--- src/rtl/note_keypad_pkg.sv ---
// Shared definitions for the piano keypad front end: note codes and
// helpers that turn a debounced key vector into a count and a note code.
package note_keypad_pkg;

    localparam int NUM_KEYS = 8;

    localparam logic [3:0] NOTE_NONE = 4'd0;
    localparam logic [3:0] NOTE_C4   = 4'd1;
    localparam logic [3:0] NOTE_D    = 4'd2;
    localparam logic [3:0] NOTE_E    = 4'd3;
    localparam logic [3:0] NOTE_F    = 4'd4;
    localparam logic [3:0] NOTE_G    = 4'd5;
    localparam logic [3:0] NOTE_A    = 4'd6;
    localparam logic [3:0] NOTE_B    = 4'd7;
    localparam logic [3:0] NOTE_C5   = 4'd8;

    // Key index i (0 = C4 ... 7 = C5) maps to note code i+1.
    function automatic logic [3:0] key_to_code(input int idx);
        return 4'(idx + 1);
    endfunction

    // Number of keys currently down.
    function automatic logic [3:0] key_count(input logic [NUM_KEYS-1:0] v);
        logic [3:0] n;
        n = 4'd0;
        for (int i = 0; i < NUM_KEYS; i++)
            n = n + {3'd0, v[i]};
        return n;
    endfunction

    // Code of the lowest key down; only meaningful when exactly one is set.
    function automatic logic [3:0] key_code(input logic [NUM_KEYS-1:0] v);
        logic [3:0] c;
        c = NOTE_NONE;
        for (int i = NUM_KEYS - 1; i >= 0; i--)
            if (v[i]) c = key_to_code(i);
        return c;
    endfunction

endpackage

--- src/rtl/note_keypad_if.sv ---
// Keypad-side bundle: raw buttons in, note code / strobe / chord flag out.
interface note_keypad_if;
    import note_keypad_pkg::*;

    logic [NUM_KEYS-1:0] keys;
    logic [3:0]          note;
    logic                note_strobe;
    logic                key_err;

    modport master (output keys, input note, note_strobe, key_err);
    modport slave  (input keys, output note, note_strobe, key_err);
endinterface

--- src/rtl/note_keypad_debounce.sv ---
// One key: two-flop synchroniser followed by a saturating debounce counter.
module key_debounce #(
    parameter int DEBOUNCE_CYCLES = 500000,
    parameter int CNT_W           = $clog2(DEBOUNCE_CYCLES)
) (
    input  logic CLK,
    input  logic RESET,
    input  logic key_in,
    output logic stable
);
    localparam int CW = (CNT_W < 1) ? 1 : CNT_W;
    localparam logic [CW-1:0] LAST = CW'(DEBOUNCE_CYCLES - 1);

    logic [1:0]    sync;
    logic [CW-1:0] cnt;

    // Synchronise, then flip stable only after DEBOUNCE_CYCLES straight
    // cycles of disagreement; any agreement restarts the count.
    always_ff @(posedge CLK) begin
        if (!RESET) begin
            sync   <= 2'b00;
            stable <= 1'b0;
            cnt    <= '0;
        end else begin
            sync <= {sync[0], key_in};
            if (sync[1] == stable) begin
                cnt <= '0;
            end else if (cnt == LAST) begin
                stable <= ~stable;
                cnt    <= '0;
            end else begin
                cnt <= cnt + 1'b1;
            end
        end
    end
endmodule

--- src/rtl/note_keypad.sv ---
// Keypad front end: debounce eight buttons and encode them into a note
// code, forcing a none gap between distinct presses and rejecting chords.
module note_keypad
    import note_keypad_pkg::*;
#(
    parameter int DEBOUNCE_CYCLES = 500000,
    parameter int CNT_W           = $clog2(DEBOUNCE_CYCLES)
) (
    input  logic          CLK,
    input  logic          RESET,
    note_keypad_if.slave  kp
);
    localparam logic [1:0] S_IDLE  = 2'd0;
    localparam logic [1:0] S_HELD  = 2'd1;
    localparam logic [1:0] S_MULTI = 2'd2;

    logic [NUM_KEYS-1:0] stable;
    logic [3:0]          n_down;
    logic [3:0]          code;
    logic [1:0]          state;
    logic [3:0]          note_r;
    logic                strobe_r;
    logic                err_r;

    for (genvar i = 0; i < NUM_KEYS; i++) begin : g_key
        key_debounce #(
            .DEBOUNCE_CYCLES (DEBOUNCE_CYCLES),
            .CNT_W           (CNT_W)
        ) u_db (
            .CLK    (CLK),
            .RESET  (RESET),
            .key_in (kp.keys[i]),
            .stable (stable[i])
        );
    end

    assign n_down = key_count(stable);
    assign code   = key_code(stable);

    // Encoder FSM; a swap to a different single key goes through IDLE so
    // note shows none for one cycle before the new code.
    always_ff @(posedge CLK) begin
        if (!RESET) begin
            state    <= S_IDLE;
            note_r   <= NOTE_NONE;
            strobe_r <= 1'b0;
            err_r    <= 1'b0;
        end else begin
            strobe_r <= 1'b0;
            case (state)
                S_IDLE: begin
                    note_r <= NOTE_NONE;
                    err_r  <= 1'b0;
                    if (n_down == 4'd1) begin
                        state    <= S_HELD;
                        note_r   <= code;
                        strobe_r <= 1'b1;
                    end else if (n_down > 4'd1) begin
                        state <= S_MULTI;
                        err_r <= 1'b1;
                    end
                end
                S_HELD: begin
                    if (n_down > 4'd1) begin
                        state  <= S_MULTI;
                        note_r <= NOTE_NONE;
                        err_r  <= 1'b1;
                    end else if (n_down == 4'd0 || code != note_r) begin
                        state  <= S_IDLE;
                        note_r <= NOTE_NONE;
                    end
                end
                S_MULTI: begin
                    note_r <= NOTE_NONE;
                    if (n_down == 4'd0) begin
                        state <= S_IDLE;
                        err_r <= 1'b0;
                    end
                end
                default: begin
                    state  <= S_IDLE;
                    note_r <= NOTE_NONE;
                    err_r  <= 1'b0;
                end
            endcase
        end
    end

    assign kp.note        = note_r;
    assign kp.note_strobe = strobe_r;
    assign kp.key_err     = err_r;
endmodule
--- src/flat_wrapper.sv ---
// flat-port wrapper written by rule: the top's interface ports become plain ports
module note_keypad_flat import note_keypad_pkg::*;
#(
    parameter int DEBOUNCE_CYCLES = 500000,
    parameter int CNT_W           = $clog2(DEBOUNCE_CYCLES)
)
  (CLK, RESET, kp_keys, kp_note, kp_note_strobe, kp_key_err);
  note_keypad_if kp_i ();
  input  logic CLK;
  input  logic RESET;
  input wire logic [$bits(kp_i.keys)-1:0] kp_keys;
  output wire logic [$bits(kp_i.note)-1:0] kp_note;
  output wire logic [$bits(kp_i.note_strobe)-1:0] kp_note_strobe;
  output wire logic [$bits(kp_i.key_err)-1:0] kp_key_err;
  assign kp_i.keys = kp_keys;
  assign kp_note = kp_i.note;
  assign kp_note_strobe = kp_i.note_strobe;
  assign kp_key_err = kp_i.key_err;
  note_keypad #(.DEBOUNCE_CYCLES(DEBOUNCE_CYCLES), .CNT_W(CNT_W)) u_core (.CLK(CLK), .RESET(RESET), .kp(kp_i));
endmodule
--- config.mk ---
export PLATFORM = sky130hd
export DESIGN_NAME = note_keypad_flat
export DESIGN_NICKNAME = d
export VERILOG_FILES = /design/src/rtl/note_keypad_pkg.sv /design/src/rtl/note_keypad_if.sv /design/src/rtl/note_keypad_debounce.sv /design/src/rtl/note_keypad.sv /design/src/flat_wrapper.sv
export SDC_FILE = /design/constraint.sdc
export NUM_CORES = 1
export LEC_CHECK = 0
export CORE_ASPECT_RATIO = 0.7
export CORE_MARGIN = 5
export CORE_UTILIZATION = 38
export CTS_BUF_LIST = sky130_fd_sc_hd__clkbuf_4 sky130_fd_sc_hd__clkbuf_8
export DETAILED_ROUTE_END_ITERATION = 16
export GPL_ROUTABILITY_DRIVEN = 0
export PLACE_DENSITY = 0.62
export SLEW_MARGIN = 15
export SYNTH_ARGS = -nofsm -noshare
export SYNTH_HDL_FRONTEND = slang
export SYNTH_SLANG_ARGS = --single-unit
--- constraint.sdc ---
create_clock -name CLK -period 7.55 [get_ports CLK]
set_clock_uncertainty 0.2 [all_clocks]
set_input_delay 2.265 -clock CLK [delete_from_list [all_inputs] [get_ports CLK]]
set_output_delay 2.265 -clock CLK [all_outputs]
set_load 0.01 [all_outputs]
# After elaboration in Yosys (flattened, before gate mapping)
# Index checks and enable logic that the tools add are counted.
[classes]
n_reduce_logical = 22
n_addsub = 15
magnitude_cmp = 1
bitwise_logic = 17
eq_ne = 24
muxes = 24
[ops]
columns = ["cell", "n"]
rows = [
  ["adder 19 x 1 -> 19 bit, second input constant", 8],
  ["equality test 19 bit, second input constant", 8],
  ["2-to-1 mux 4 bit", 11],
  ["adder 4 x 1 -> 4 bit", 6],
  ["OR reduction 3 bit", 8],
  ["AND reduction 2 bit", 10],
  ["inverter 1 bit", 17],
  ["2-to-1 mux 2 bit", 5],
  ["equality test 1 bit", 8],
  ["case mux 4 bit (2 select lines)", 1],
  ["!= test 3 x 1 -> 1 bit, second input constant", 2],
  ["case mux 2 bit (3 select lines)", 1],
  ["2-to-1 mux 1 bit", 5],
  ["equality test 4 x 1 -> 1 bit, second input constant", 1],
  ["> comparator 4 x 1 -> 1 bit, second input constant", 1],
  ["zero test 4 bit", 1],
  ["!= test 2 x 1 -> 1 bit, second input constant", 2],
  ["!= test 4 bit", 1],
  ["case mux 1 bit (3 select lines)", 1],
  ["AND reduction 3 bit", 1],
  ["adder 1 x 1 -> 2 bit", 1],
  ["equality test 2 x 1 -> 1 bit, second input constant", 1],
  ["equality test 2 bit, second input constant", 1],
  ["zero test 2 bit", 1],
  ["logical OR 1 bit", 1],
]
[totals]
out_inout_bits = 6
reg_bits = 184
in_bits = 10
elab_cells = 131

# Logic depth before layout (Yosys ltp)
[depth]
depth_word = 13
depth_mapped = 12

# By module
# Synthesis repeated with hierarchy kept, for this count alone.
[hier_totals]
hier_cells = 958
area_unflattened_um2 = 8713.4
[modules_own_cells]
columns = ["module", "n_inst", "cells_each", "area_per_inst_um2", "seq_area_each_um2"]
rows = [
  ["key_debounce at u_core.g_key[0].u_db ...", 7, 110, 1004.7, 440.4],
  ["key_debounce at u_core.g_key[5].u_db", 1, 111, 1003.5, 440.4],
  ["note_keypad", 1, 77, 676.9, 160.2],
]

# Worst setup path before layout
# No wires, ideal clock.
[synth_timing]
kind = "register -> register"
startpoint = "register u_core.g_key[1].u_db.stable"
endpoint = "register u_core.note_r[1] (netlist: u_core.kp.note[1])"
setup_time_ps = 83
stages_incl_launch_ff = 13
t_arrival_ps = 3686
required_time_ps = 7267
synth_period_minus_slack_ps = 3969
path_slack_ps = 3581
n_path_buf = 0
cell_sequence = "dfxtp_1 -> ha_1 -> inv_1 -> fa_1 -> fa_1 -> inv_1 -> fa_1 -> fa_1 -> nand2b_1 -> a21oi_1 -> a41oi_1 -> or4_4 -> o31ai_4"
[synth_between]
elab_chain_cells = 10
[synth_rtl]
columns = ["element", "line", "text"]
rows = [
  ["start: declaration", "note_keypad_debounce.sv:9", "output logic stable"],
  ["start signal: assignment", "note_keypad_debounce.sv:29", "stable <= ~stable;"],
  ["adder 1 x 1 -> 2 bit", "note_keypad_pkg.sv:27", "n = n + {3'd0, v[i]};"],
  ["adder 4 x 1 -> 4 bit (6 in series)", "note_keypad_pkg.sv:27", ""],
  ["> comparator 4 x 1 -> 1 bit, or another cell as far along", "note_keypad.sv:64", "if (n_down > 4'd1) begin"],
  ["2-to-1 mux 4 bit, or another cell as far along", "note_keypad.sv:64", ""],
  ["case mux 4 bit (2 select lines) or != test 3 x 1 -> 1 bit (tied branches)", "--", ""],
  ["end signal: assignment", "note_keypad.sv:56", "note_r <= code;"],
  ["end: declaration", "note_keypad.sv:21", "logic [3:0] note_r;"],
]
# Parallel ways exist; a longest one is shown, timed or not.
# A chain may end at the register's enable or synchronous reset.

# Worst setup path in the final report
[layout_timing]
startpoint = "register u_core.g_key[0].u_db.stable"
endpoint = "register u_core.note_r[2] (netlist: u_core.kp.note[2])"
[layout_between]
elab_chain_cells = 10
[layout_rtl]
columns = ["element", "line"]
rows = [
  ["start: declaration", "note_keypad_debounce.sv:9"],
  ["start signal: assignment", "note_keypad_debounce.sv:29"],
  ["adder 1 x 1 -> 2 bit", "note_keypad_pkg.sv:27"],
  ["adder 4 x 1 -> 4 bit (6 in series)", "note_keypad_pkg.sv:27"],
  ["> comparator 4 x 1 -> 1 bit, or another cell as far along", "note_keypad.sv:64"],
  ["2-to-1 mux 4 bit, or another cell as far along", "note_keypad.sv:64"],
  ["case mux 4 bit (2 select lines) or != test 3 x 1 -> 1 bit (tied branches)", "--"],
]
# Parallel ways exist; a longest one is shown, timed or not.

==> impl_metrics.ini <==
[die]
die_y_um = 132
fp.dieW_um = 184
rows = 44
pin_count = 16
dieArea_um2 = 24200
core_area_um2 = 20800
floorplan.initialDensity = 0.387

[drt]
wl_met2_um = 5360
detail-route-antenna-nets = 0
met3_wirelength_um = 416
vias = 5707
avgViaCountPerCell = 4.70
wl_met1_um = 8050
remaining_drc_errors = 0
initialDrtViolationCount = 292
routedWlPerCell_um = 11.5
wl_um = 14000
top_layer = met4
firstDrtPassIters = 4

[clock_tree]
clock-sinks = 184
post_cts_buffers = 0
cts_tree = built
root_buffer = clkbuf_8
hold_buffers = 0
clk-insertion-delay-late_ns = 0.46
ctsLongestPathBuffers = 2
cts.clk_slew.worst_paths_ns = 0.10
cts_buffers = 17
post_cts_resized = 0
htree_levels = 4

[layout]
layout-area-overhead-vs-synth_pct = 10.3
mostFrequentLayoutCell = nor2_1
drive_above_1_share = 0.0458
diodes = 0
n_fill_cell = 2029
fin_nets = 951
layout_common_cells = 197 x nor2_1, 184 x dfxtp_1, 76 x xor2_1

[critical_path]
cp_max_fo = 9
cp_cell_sequence = ha_1, inv_1, fa_1, fa_1, inv_1, fa_1, fa_1, nor2_1, a31oi_1, nor4_1, nor4b_1, a41o_1
crit_arrival_ns = 4.48
end_kind = flip-flop
slowest_stage = nor4_1
cp_num_buf_inv = 2
cp-start-kind = flip-flop
crit_type = flip-flop to flip-flop
crit_family = adder cells
cp_common_cell = fa_1
slowest_delay_ns = 0.67
cp.required_ns = 7.75

[synth]
synth.net_count = 938
synth_cell_types = 46
synthArstFlopShare = 0
ys_warn_count = 0
synth-edff-count = 0
synth_top_cell_area_share = 0.459
netlist_area_um2 = 8030
synth.largest_area_cell = dfxtp_1
syn-instance-count = 913
yosysSeqAreaShare = 0.459
synthFlopType = dfxtp_1
syn_area_per_cell_um2 = 8.79
ys_seq_elements = 184
synth_area_leaders = dfxtp_1 46%, nor2_1 9.2%, xor2_1 8.3%, xnor2_1 7.6%, nand3_1 3.4%

[grt]
antenna_found_initial = 0
grt_pass1_wl_um = 24900
grt_pass1_vias = 5267
overflow = 0
grt_max_degree = 40
track_usage = 0.122

[sta]
timing.hold.ws_ns = 0.240
layout_min_cycle_time_ns = 4.28
slew_violations = 0
finalHoldViolations = 0
clock.fmax_mhz = 233
setup_violations = 0
slew-limit-headroom = 0.444
rsz0062_at_grt = false
worstMarginPinSlew_ns = 0.827
finalSetupTns_ns = 0
finalCritPeriodShare = 0.568

[placed_design]
numPortBuffers = 15
dp_hpwl_um = 9740

[status]
status = complete, no violations

[power_and_ir_drop]
p_total_mw = 1.68
ir_drop_mv = 0.0977
p_leak_nw = 2.83
power_density_nw_per_um2 = 190

[hold_path]
hp-class = flip-flop to flip-flop

[job]
maxCapViolCount = 0
## cell usage after synthesis, drive strengths merged (4+ instances only)
master,number
nor2,197
dfxtp,184
xor2,76
xnor2,70
nand2,67
nand3,55
inv,32
nand4,29
and2,22
clkbuf,21
nor3,19
and3,17
nor4b,15
and4,13
nor4,13
ha,11
nor2b,11
mux2i,8
a21oi,6
nor3b,6
or2,6
fa,4
nand3b,4
or3,4
## power by group
| part | internal [mW] | switching [mW] |
|---|---|---|
| clock network | 0.312 | 0.372 |
| registers | 0.975 | 0.00252 |
| logic | 0.00924 | 0.0125 |
## layout make-up
type | instances | area, um2 | share of cell area
timing repair buffer | 16 | 158 | 0.0178
clock inverter | 14 | 164 | 0.0185
tap | 276 | 345 | 0.0390
clock buffer | 18 | 248 | 0.0280
inverter | 32 | 120 | 0.0136
sequential | 184 | 3680 | 0.416
multi-input combinational | 675 | 4130 | 0.467
## routing by layer
layer,vias up,global-route usage
met4,0,0.0374
met3,19,0.0351
met1,2558,0.186
li1,3071,-
met2,59,0.165
met5,-,0
## kinds of logic (layout without fill, tap and decap cells)
family          after synthesis  after routing  share of synthesized area
xor+xnor                    146            146                      0.159
fa+ha+maj                    15             15                     0.0271
buf+inv                      54             80                     0.0262
mux                           8              8                    0.00998
flops                       184            184                      0.459
compound gates               18             18                     0.0175
simple gates                488            488                      0.301
## per-stage QoR
| step | instances | utilization | instance area [um2] | worst slack, ns |
|---|---|---|---|---|
| 3_5_place_dp | 1183 | 0.407 | 8440 | 3.12 |
| 3_3_place_gp | 1183 | 0.407 | 8440 | 3.18 |
| 6_report | 1215 | 0.427 | 8850 | 3.27 |
| 2_1_floorplan | 913 | - | 8030 | 3.58 |
| 5_1_grt | 1215 | 0.427 | 8850 | 2.90 |
| 4_1_cts | 1215 | 0.427 | 8850 | 3.25 |
## state kept, by name (all words and copies together) (netlist names)
name	cells
u_core.state	2
u_core.kp.note_strobe	1
u_core.g_key.u_db.sync	16
u_core.kp.key_err	1
u_core.g_key.u_db.stable	8
u_core.g_key.u_db.cnt	152
u_core.kp.note	4
## path summary, 6_finish.rpt
kind,from,endpoint,slack (ns),cells after the start
setup / recovery,u_core.g_key[0].u_db.stable,u_core.kp.note[2],3.27,12
hold reg to reg,u_core.g_key[4].u_db.sync[0],u_core.g_key[4].u_db.sync[1],0.24,1
hold / removal,u_core.g_key[4].u_db.sync[0],u_core.g_key[4].u_db.sync[1],0.24,1
setup reg to reg,u_core.g_key[0].u_db.stable,u_core.kp.note[2],3.27,12
## worst reg2reg max path, delay by kind of cell (launching register included)
kind,cells,cell delay (ns)
flip-flops,1,0.49
AO/OA/AOI/OAI,2,0.22
AND/OR/NAND/NOR,3,1.10
adder cells (fa/ha/maj),5,2.10
buffers and inverters,2,0.12
No activity file was read; power rests on OpenSTA's default activity.
